--- src/rtl/regfile_pkg.sv ---
// Shared types and defaults for the multi-port register file and its scoreboard.
package regfile_pkg;

  localparam int XLEN_DEFAULT  = 32;
  localparam int NREGS_DEFAULT = 32;

  typedef enum logic {
    RF_INIT,
    RF_RUN
  } rf_state_e;

  // Index width for a file of n entries.
  function automatic int rf_aw(input int n);
    return $clog2(n);
  endfunction

endpackage

--- src/rtl/regfile_scoreboard.sv ---
// Busy-bit scoreboard: one bit per register, set on issue, cleared on writeback,
// flushed on soft clear. Entry 0 never reports busy.
module regfile_scoreboard
  import regfile_pkg::*;
#(
  parameter int NREGS = NREGS_DEFAULT,
  parameter int NREAD = 2
) (
  input  logic                             clk,
  input  logic                             rst,
  input  logic                             flush,
  input  logic                             set_en,
  input  logic [$clog2(NREGS)-1:0]         set_idx,
  input  logic                             clr_en,
  input  logic [$clog2(NREGS)-1:0]         clr_idx,
  input  logic [NREAD*$clog2(NREGS)-1:0]   lookup_idx,
  output logic [NREAD-1:0]                 lookup_busy
);

  localparam int AW = rf_aw(NREGS);

  logic [NREGS-1:0] busy_d;
  logic [NREGS-1:0] busy_q;

  // Next busy vector: clear first so a same-cycle set (newer producer) wins; flush overrides all.
  always_comb begin
    busy_d = busy_q;
    if (clr_en) busy_d[clr_idx] = 1'b0;
    if (set_en) busy_d[set_idx] = 1'b1;
    if (flush)  busy_d = '0;
    busy_d[0] = 1'b0;
  end

  // Busy bits register with asynchronous reset to all-idle.
  always_ff @(posedge clk or posedge rst) begin
    if (rst) busy_q <= '0;
    else     busy_q <= busy_d;
  end

  for (genvar i = 0; i < NREAD; i++) begin : g_lookup
    assign lookup_busy[i] = busy_q[lookup_idx[i*AW +: AW]];
  end

endmodule

--- src/rtl/regfile_mp_sb.sv ---
// Multi-read-port register file with optional write-to-read bypass, busy-bit
// scoreboard and a zeroing sweep after reset / soft clear (array itself has no reset).
module regfile_mp_sb
  import regfile_pkg::*;
#(
  parameter int XLEN    = XLEN_DEFAULT,
  parameter int NREGS   = NREGS_DEFAULT,
  parameter int NREAD   = 2,
  parameter bit BYPASS  = 1'b1,
  parameter int DBG_REG = 10
) (
  input  logic                           clk,
  input  logic                           rst,
  input  logic                           clr,
  output logic                           ready,
  input  logic                           we,
  input  logic [$clog2(NREGS)-1:0]       waddr,
  input  logic [XLEN-1:0]                wdata,
  input  logic [NREAD*$clog2(NREGS)-1:0] raddr,
  output logic [NREAD*XLEN-1:0]          rdata,
  output logic [NREAD-1:0]               rbusy,
  input  logic                           issue_valid,
  input  logic [$clog2(NREGS)-1:0]       issue_rd,
  output logic [XLEN-1:0]                dbg_out
);

  localparam int            AW       = rf_aw(NREGS);
  localparam logic [AW-1:0] LAST_IDX = AW'(NREGS - 1);
  localparam logic [AW-1:0] DBG_IDX  = AW'(DBG_REG);

  rf_state_e     state_d, state_q;
  logic [AW-1:0] cnt_d, cnt_q;
  logic          ready_d, ready_q;

  logic [XLEN-1:0] mem_q [NREGS];
  logic            mem_we;
  logic [AW-1:0]   mem_wa;
  logic [XLEN-1:0] mem_wd;

  logic            wr_ok;
  logic            sb_set;
  logic            sb_flush;
  logic [NREAD-1:0] sb_busy;

  // Architectural write / issue only take effect in RUN and never in a clear cycle.
  assign wr_ok    = ready_q && we && (waddr != '0) && !clr;
  assign sb_set   = ready_q && issue_valid && (issue_rd != '0) && !clr;
  assign sb_flush = ready_q && clr;

  // Sweep sequencing: INIT walks cnt over every entry, RUN waits for a soft clear.
  always_comb begin
    state_d = state_q;
    cnt_d   = cnt_q;
    case (state_q)
      RF_INIT: begin
        if (cnt_q == LAST_IDX) begin
          state_d = RF_RUN;
          cnt_d   = '0;
        end else begin
          cnt_d = cnt_q + 1'b1;
        end
      end
      RF_RUN: begin
        if (clr) begin
          state_d = RF_INIT;
          cnt_d   = '0;
        end
      end
      default: begin
        state_d = RF_INIT;
        cnt_d   = '0;
      end
    endcase
    ready_d = (state_d == RF_RUN);
  end

  // Control state with asynchronous reset back to the start of the sweep.
  always_ff @(posedge clk or posedge rst) begin
    if (rst) begin
      state_q <= RF_INIT;
      cnt_q   <= '0;
      ready_q <= 1'b0;
    end else begin
      state_q <= state_d;
      cnt_q   <= cnt_d;
      ready_q <= ready_d;
    end
  end

  // Single array write port shared between the zeroing sweep and writeback.
  always_comb begin
    mem_we = 1'b0;
    mem_wa = waddr;
    mem_wd = wdata;
    if (!ready_q) begin
      mem_we = 1'b1;
      mem_wa = cnt_q;
      mem_wd = '0;
    end else if (wr_ok) begin
      mem_we = 1'b1;
    end
  end

  // Register array storage; contents become defined through the sweep.
  always_ff @(posedge clk) begin
    if (mem_we) mem_q[mem_wa] <= mem_wd;
  end

  regfile_scoreboard #(
    .NREGS (NREGS),
    .NREAD (NREAD)
  ) u_sb (
    .clk         (clk),
    .rst         (rst),
    .flush       (sb_flush),
    .set_en      (sb_set),
    .set_idx     (issue_rd),
    .clr_en      (wr_ok),
    .clr_idx     (waddr),
    .lookup_idx  (raddr),
    .lookup_busy (sb_busy)
  );

  // Per-port read mux: zero register, same-cycle bypass, then array; all gated by ready.
  for (genvar i = 0; i < NREAD; i++) begin : g_rd
    logic [AW-1:0] ra;
    logic          hit;
    assign ra  = raddr[i*AW +: AW];
    assign hit = BYPASS && we && (waddr == ra);
    assign rdata[i*XLEN +: XLEN] = (!ready_q || ra == '0) ? '0 : (hit ? wdata : mem_q[ra]);
    assign rbusy[i] = ready_q && sb_busy[i] && !hit;
  end

  assign ready   = ready_q;
  assign dbg_out = (!ready_q || DBG_REG == 0) ? '0 : mem_q[DBG_IDX];

endmodule
--- config.mk ---
export PLATFORM = sky130hd
export DESIGN_NAME = regfile_mp_sb
export DESIGN_NICKNAME = d
export VERILOG_FILES = /design/src/rtl/regfile_pkg.sv /design/src/rtl/regfile_scoreboard.sv /design/src/rtl/regfile_mp_sb.sv
export SDC_FILE = /design/constraint.sdc
export NUM_CORES = 1
export LEC_CHECK = 0
export BUFFER_PORTS_ARGS = -buffer_cell sky130_fd_sc_hd__buf_2
export CORE_ASPECT_RATIO = 1.25
export CORE_MARGIN = 2
export CORE_UTILIZATION = 57
export DETAILED_ROUTE_END_ITERATION = 16
export PLACE_DENSITY = 0.77
export SLEW_MARGIN = 30
export SYNTH_ARGS = -nofsm -noshare
export SYNTH_HDL_FRONTEND = slang
export SYNTH_HIERARCHICAL = 1
export SYNTH_SLANG_ARGS = --single-unit
--- constraint.sdc ---
create_clock -name clk -period 3.2 [get_ports clk]
set_input_delay 0.48 -clock clk [delete_from_list [all_inputs] [get_ports clk]]
set_output_delay 0.48 -clock clk [all_outputs]
set_load 0.02 [all_outputs]
; ---- Word level (Yosys, flattened, before mapping)
; Memories as Yosys holds them, arrays and structs flattened.
; Index checks and enable logic that the tools add are counted.
[totals]
ff_bits = 37
mem_bits_rw = 1024
input_bits = 57
out_inout_bits = 99
elab_cells = 72
memories = 1
[mem_list]
columns = name, words, width, rd, rd_ports_with_merged_regs, write_ports, line_no
row1 = mem_q, 32, 32, 3, 0, 1, regfile_mp_sb.sv:35  ; logic [XLEN-1:0] mem_q [NREGS];
[op_classes]
addsub = 1
magnitude_cmp = 6
n_eq_ne = 4
mux = 28
n_bitwise = 4
n_reduce_logical = 25
[ops]
columns = op, count
row1 = $mux 32, 9
row2 = $and 32x32->32, 1
row3 = $not 32->32, 1
row4 = $or 32x32->32, 1
row5 = $lt 5x6->1 const B, 4
row6 = $logic_and 1x1->1, 15
row7 = $mux 5, 3
row8 = $bmux 1 s5, 2
row9 = $demux 1 s5, 2
row10 = $eq 5x5->1, 2
row11 = $ge 5x1->1 const B, 2
row12 = $logic_not 5->1, 2
row13 = $mux 1, 10
row14 = $pmux 5 s2, 1
row15 = $reduce_bool 5->1, 2
row16 = $add 5x1->5 const B, 1
row17 = $eq 5x5->1 const B, 1
row18 = $logic_not 1->1, 4
row19 = $logic_or 1x1->1, 2
row20 = $ne 2x2->1 const B, 1
row21 = $pmux 1 s2, 1
row22 = $not 1->1, 1

; ---- Depth between registers and ports, before layout
[depth]
depth_word = 10
mapped_depth = 9

; ---- Cells and area by module
; Netlist, hierarchy kept.
[modules_own_cells]
columns = mod, n_inst, cells_each, area_per_inst_um2, seq_area_each_um2
row1 = regfile_mp_sb, 1, 2447, 48348.9, 30899.6
row2 = regfile_scoreboard, 1, 231, 1986.9, 775.7

; ---- Worst setup path after synthesis
; Ideal clock, no wire load.
[synth_path]
kind = reg-to-reg
start = register ready_q (netlist: ready)
end = memory mem_q[0][0] (netlist name) (enable)
arrival_time_ps = 2827
required_time_ps = 2779
slack_ps = -48
stages_incl_launch_ff = 7
period_less_slack_ps = 3248
path_cell_list = dfrtp_1 > clkbuf_1 > nor4bb_1 > nand2_1 > o22ai_1 > nand2_1 > nor2_1
[synth_via]
elab_chain_cells = 7
elab_cells_between_ends = 8
cone_classes = 5 x mux / 3 x reduce/logical
[synth_rtl]
columns = item, line_no
row1 = from (decl), regfile_mp_sb.sv:33  ; logic ready_d, ready_q;
row2 = from (signal assigned), regfile_mp_sb.sv:86  ; ready_q <= ready_d;
row3 = $logic_and 1x1->1 (3 in series), regfile_mp_sb.sv:46  ; assign wr_ok = ready_q && we && (waddr != '0) && !clr;
row4 = $mux 1, regfile_mp_sb.sv:99  ; end else if (wr_ok) begin
row5 = $mux 1, regfile_mp_sb.sv:95  ; if (!ready_q) begin
row6 = $mux 1, regfile_mp_sb.sv:106  ; if (mem_we) mem_q[mem_wa] <= mem_wd;
row7 = $mux 1 (implied by the code), regfile_mp_sb.sv:106
row8 = to (decl), regfile_mp_sb.sv:35
; Several ways; a longest one is shown, not always the timed one.

; ---- Worst setup path after layout
[layout_path]
start = input port raddr[5]
end = output port rdata[50]
[layout_via]
elab_chain_cells = 4
elab_cells_between_ends = 7
cone_classes = 1 x eq/ne / 2 x mux / 3 x reduce/logical / 1 x memory
[layout_rtl]
columns = item, line_no
row1 = from (decl), regfile_mp_sb.sv:19  ; input logic [NREAD*$clog2(NREGS)-1:0] raddr,
row2 = branches (longest 3 deep; another with $mem_v2 32x32), -
row3 = $mux 32 *, regfile_mp_sb.sv:130  ; assign rdata[i*XLEN +: XLEN] = (!ready_q || ra == '0) ? '0 : (hit ? wdata : mem_q[ra]);
row4 = to (decl), regfile_mp_sb.sv:20  ; output logic [NREAD*XLEN-1:0] rdata,
; Mark *: on every way between the ends.

==> qor.csv <==
stage,metric,value,unit
timing,whs,0.142,ns
timing,hold_viol,0,
cts,cts_tree,done,
cts,cts_made_buffers,96,
synth,muxShareOfSynthArea,26.2,%
grt,grt_start_max_net_pins,68,
synth,ys_seq_area_share,62.9,%
route,drtAntennaViolNets,0,
synth,ys.flop_type,edfxtp_1,
synth,ys_types,55,
placement,io_buffers,155,
synth,synth_edf_count,1024,
final_layout,regArea,0.0317,mm^2
cts,htree_levels,3,
setup_path,path_buf_inv,3,
grt,gr-usage-all-layers,33.1,%
synth,yosysWarnings,6,
synth,synth_fp_nets,2737,
run_status,status,"complete, but fails checks",
run_status,violations,setup timing,
synth,synth_top_family_by_area,multiplexers,
setup_path,cp.arrival,2.76,ns
setup_path,slowest_stage,mux4_2,
grt,grt_pass1_wl,216,mm
route,wire_per_inst,35.4,um
floorplanning,fp.dieH,336,um
synth,synth_xor_area_share,0.174,%
final_layout,drive_gt1_share,39.6,%
final_layout,multi_input_area,0.0180,mm^2
setup_path,path_cells,buf_8 > buf_16 > mux4_2 > o22ai_1 > a211o_1 > o21ai_0 > buf_2,
synth,synthesis.area,0.0503,mm^2
setup_path,end_kind,output port,
synth,async_reset_ff_share,3.49,%
power,total_power,40000,uW
setup_path,worstPathMaxFanout,34,
synth,avgSynthCellArea,18.8,um^2
power,power.static_leakage,0.0194,uW
final_layout,fill_cells,5482,
cts,cts.sinks,1061,
grt,grt_overflow,0,
setup_path,critical_path.startpoint_type,input pin,
synth,synthSimpleGateAreaFrac,3.20,%
floorplanning,fp.dieW,270,um
power,pwr-share-seq,46.9,%
hold_path,holdCritPathClass,input pin to flip-flop,
floorplanning,io_pins,156,
grt,grt_pass1_vias,31900,
power,internal_power,28000,uW
synth,synthCells,2678,
cts,clockBufferDepth,3,
route,drc,0,
cts,cts-root-buf,clkbuf_16,
power,ir_worst_vdd,0.000400,V
setup_path,crit_required,2.72,ns
final_layout,fin_nets,3040,
floorplanning,core_area,0.0874,mm^2
final_layout,area_growth,15.5,%
cts,clk_pin_slew,0.07,ns
placement,dp_hpwl,94.9,mm
setup_path,crit_path_max_incr_delay,0.60,ns
route,viasPerCell,7.39,
power,clockPowerShare,28.9,%
setup_path,path_delay_family,compound AO/OA/AOI/OAI gates,
power,cellPowerDensity,688,mW/mm^2
route,drt_wl_total,150,mm
timing,post-route-period-util,101,%
cts,clkLatencyLatePin,0.68,ns
timing,fin_crit,3.24,ns
timing,skew,0.0223,ns
route,first_pass_iters,6,
synth,synth_seq_cells,1061,
floorplanning,num_rows,121,
power,swShare,30.0,%
timing,finalMaxSlewViolations,0,
timing,worst_slack,-0.0424,ns
route,drt_iter0_drc,5057,
flow_run,maxCapViolCount,0,
synth,synth-compound-area-share,5.22,%
timing,slew-limit-headroom,34.6,%
floorplanning,start_util,57.6,%
grt,grt_antenna_before_repair,2,
floorplanning,dieArea,0.0907,mm^2
route,vias,31200,
synth,synth_fa_ha_area_share,0.0497,%
placement,gp_congestion,0.940,
timing,fmax,308,MHz
timing,tightest_slew,0.980,ns
power,pwr-share-comb,24.2,%
setup_path,crit_type,input pin to output port,
placement,pre_cts_ws,-0.377,ns
timing,setup_viol,3,
power,p_switching,12000,uW
[metal layers]
layer | routed length [um] | global-route usage (%)
met1 | 50700 | 43.4
met2 | 72400 | 53.0
met3 | 19500 | 8.30
met4 | 7070 | 15.0
met5 | 23 | 0
[kinds of logic (layout without fill, tap and decap cells)]
| family | after synthesis | in the layout |
|---|---|---|
| compound gates | 392 | 392 |
| xor+xnor | 10 | 10 |
| fa+ha+maj | 2 | 2 |
| buf+inv | 224 | 601 |
| flops | 1061 | 1061 |
| mux | 669 | 669 |
| other cells | 0 | 2 |
| simple gates | 320 | 320 |
[what timing repair did]
item                                   in CTS  in global routing
resized for setup                          17                 17
endpoints found under the hold margin      37                  0
pin swaps                                   0                  2
buffers inserted                            1                  3
hold buffers                                1                  0
setup endpoints to repair                  39                 18
[state kept, by name, indices dropped and copies added, names as in the netlist]
| name | flops |
|---|---|
| mem_q | 1024 |
| u_sb/busy_q | 31 |
| cnt_q | 5 |
| ready | 1 |
[power by group through the flow]
stage	combinational (uW)	clock [uW]	sequential, uW
5_1_grt	10000	12100	18900
6_report	9690	11500	18800
2_1_floorplan	4930	0	18700
3_5_place_dp	9250	0	19000
3_3_place_gp	9040	0	18800
4_1_cts	9400	11600	18700
[layout make-up]
type / instances / area share [%]
sequential: 1061 / 54.5
multi-input combinational: 1393 / 31.0
timing repair buffer: 420 / 6.57
clock buffer: 115 / 4.40
tap: 1168 / 2.51
clock inverter: 57 / 0.932
inverter: 9 / 0.0581
antenna: 2 / 0.00861
[metrics by stage]
stage                     setup TNS [ns]  instance area, um^2  util [%]  cells
after detailed placement          -0.797                54800      62.7   4046
after global routing             -0.0168                58100      66.5   4223
after global placement            -0.833                54800      62.7   4045
final                            -0.0828                58100      66.5   4225
after CTS                              0                58000      66.4   4220
after floorplan                   -19.59                50300         -   2678
[cell usage in the layout, fill, tap and decap left out, types with 16 or more instances in the layout]
cell type / synthesis / layout
a21oi_1: 43 / 43
nand2_1: 98 / 97
dfrtp_1: 37 / 36
mux2_2: 66 / 66
mux2i_1: 89 / 82
a211o_1: 31 / 31
buf_12: 0 / 78
buf_4: 24 / 185
o21ai_0: 60 / 56
nand3_1: 46 / 44
nor2_1: 52 / 16
nor2_4: 0 / 36
o22ai_1: 96 / 90
clkinv_2: 0 / 19
mux4_2: 514 / 514
a22oi_1: 64 / 64
a211oi_1: 34 / 30
buf_2: 110 / 149
clkinv_1: 0 / 20
and2_1: 66 / 61
edfxtp_1: 1024 / 1024
clkbuf_16: 0 / 100
a22o_1: 32 / 32
[Yosys cell counts, drive strengths merged, types with 31 or more instances]
library cell  instances  share of area, %
edfxtp             1024                61
mux4                514                23
buf                 145               1.6
nand2                98              0.73
o22ai                96               1.2
mux2i                89               1.8
o21ai                73              0.73
clkbuf               70              0.52
and2                 66              0.82
mux2                 66               1.5
a22oi                64              0.95
nor2                 52              0.39
nand3                46              0.46
a21oi                43              0.43
dfrtp                37               1.8
a211oi               34              0.51
a22o                 32              0.56
a211o                31              0.54
[final timing paths]
check / slack, ns / end / start / cells past startpoint
max: -0.04 / rdata[50] / raddr[5] / 7
min: 0.14 / cnt_q[4] / clr / 2
max reg2reg: 0.63 / mem_q[31][2] / ready / 6
min reg2reg: 0.56 / u_sb/busy_q[28] / u_sb/busy_q[28] / 2
max in group asynchronous: 2.44 / u_sb/busy_q[31] / rst / 4
min in group asynchronous: 0.29 / cnt_q[4] / rst / 3
No activity file was read; power rests on OpenSTA's default activity.
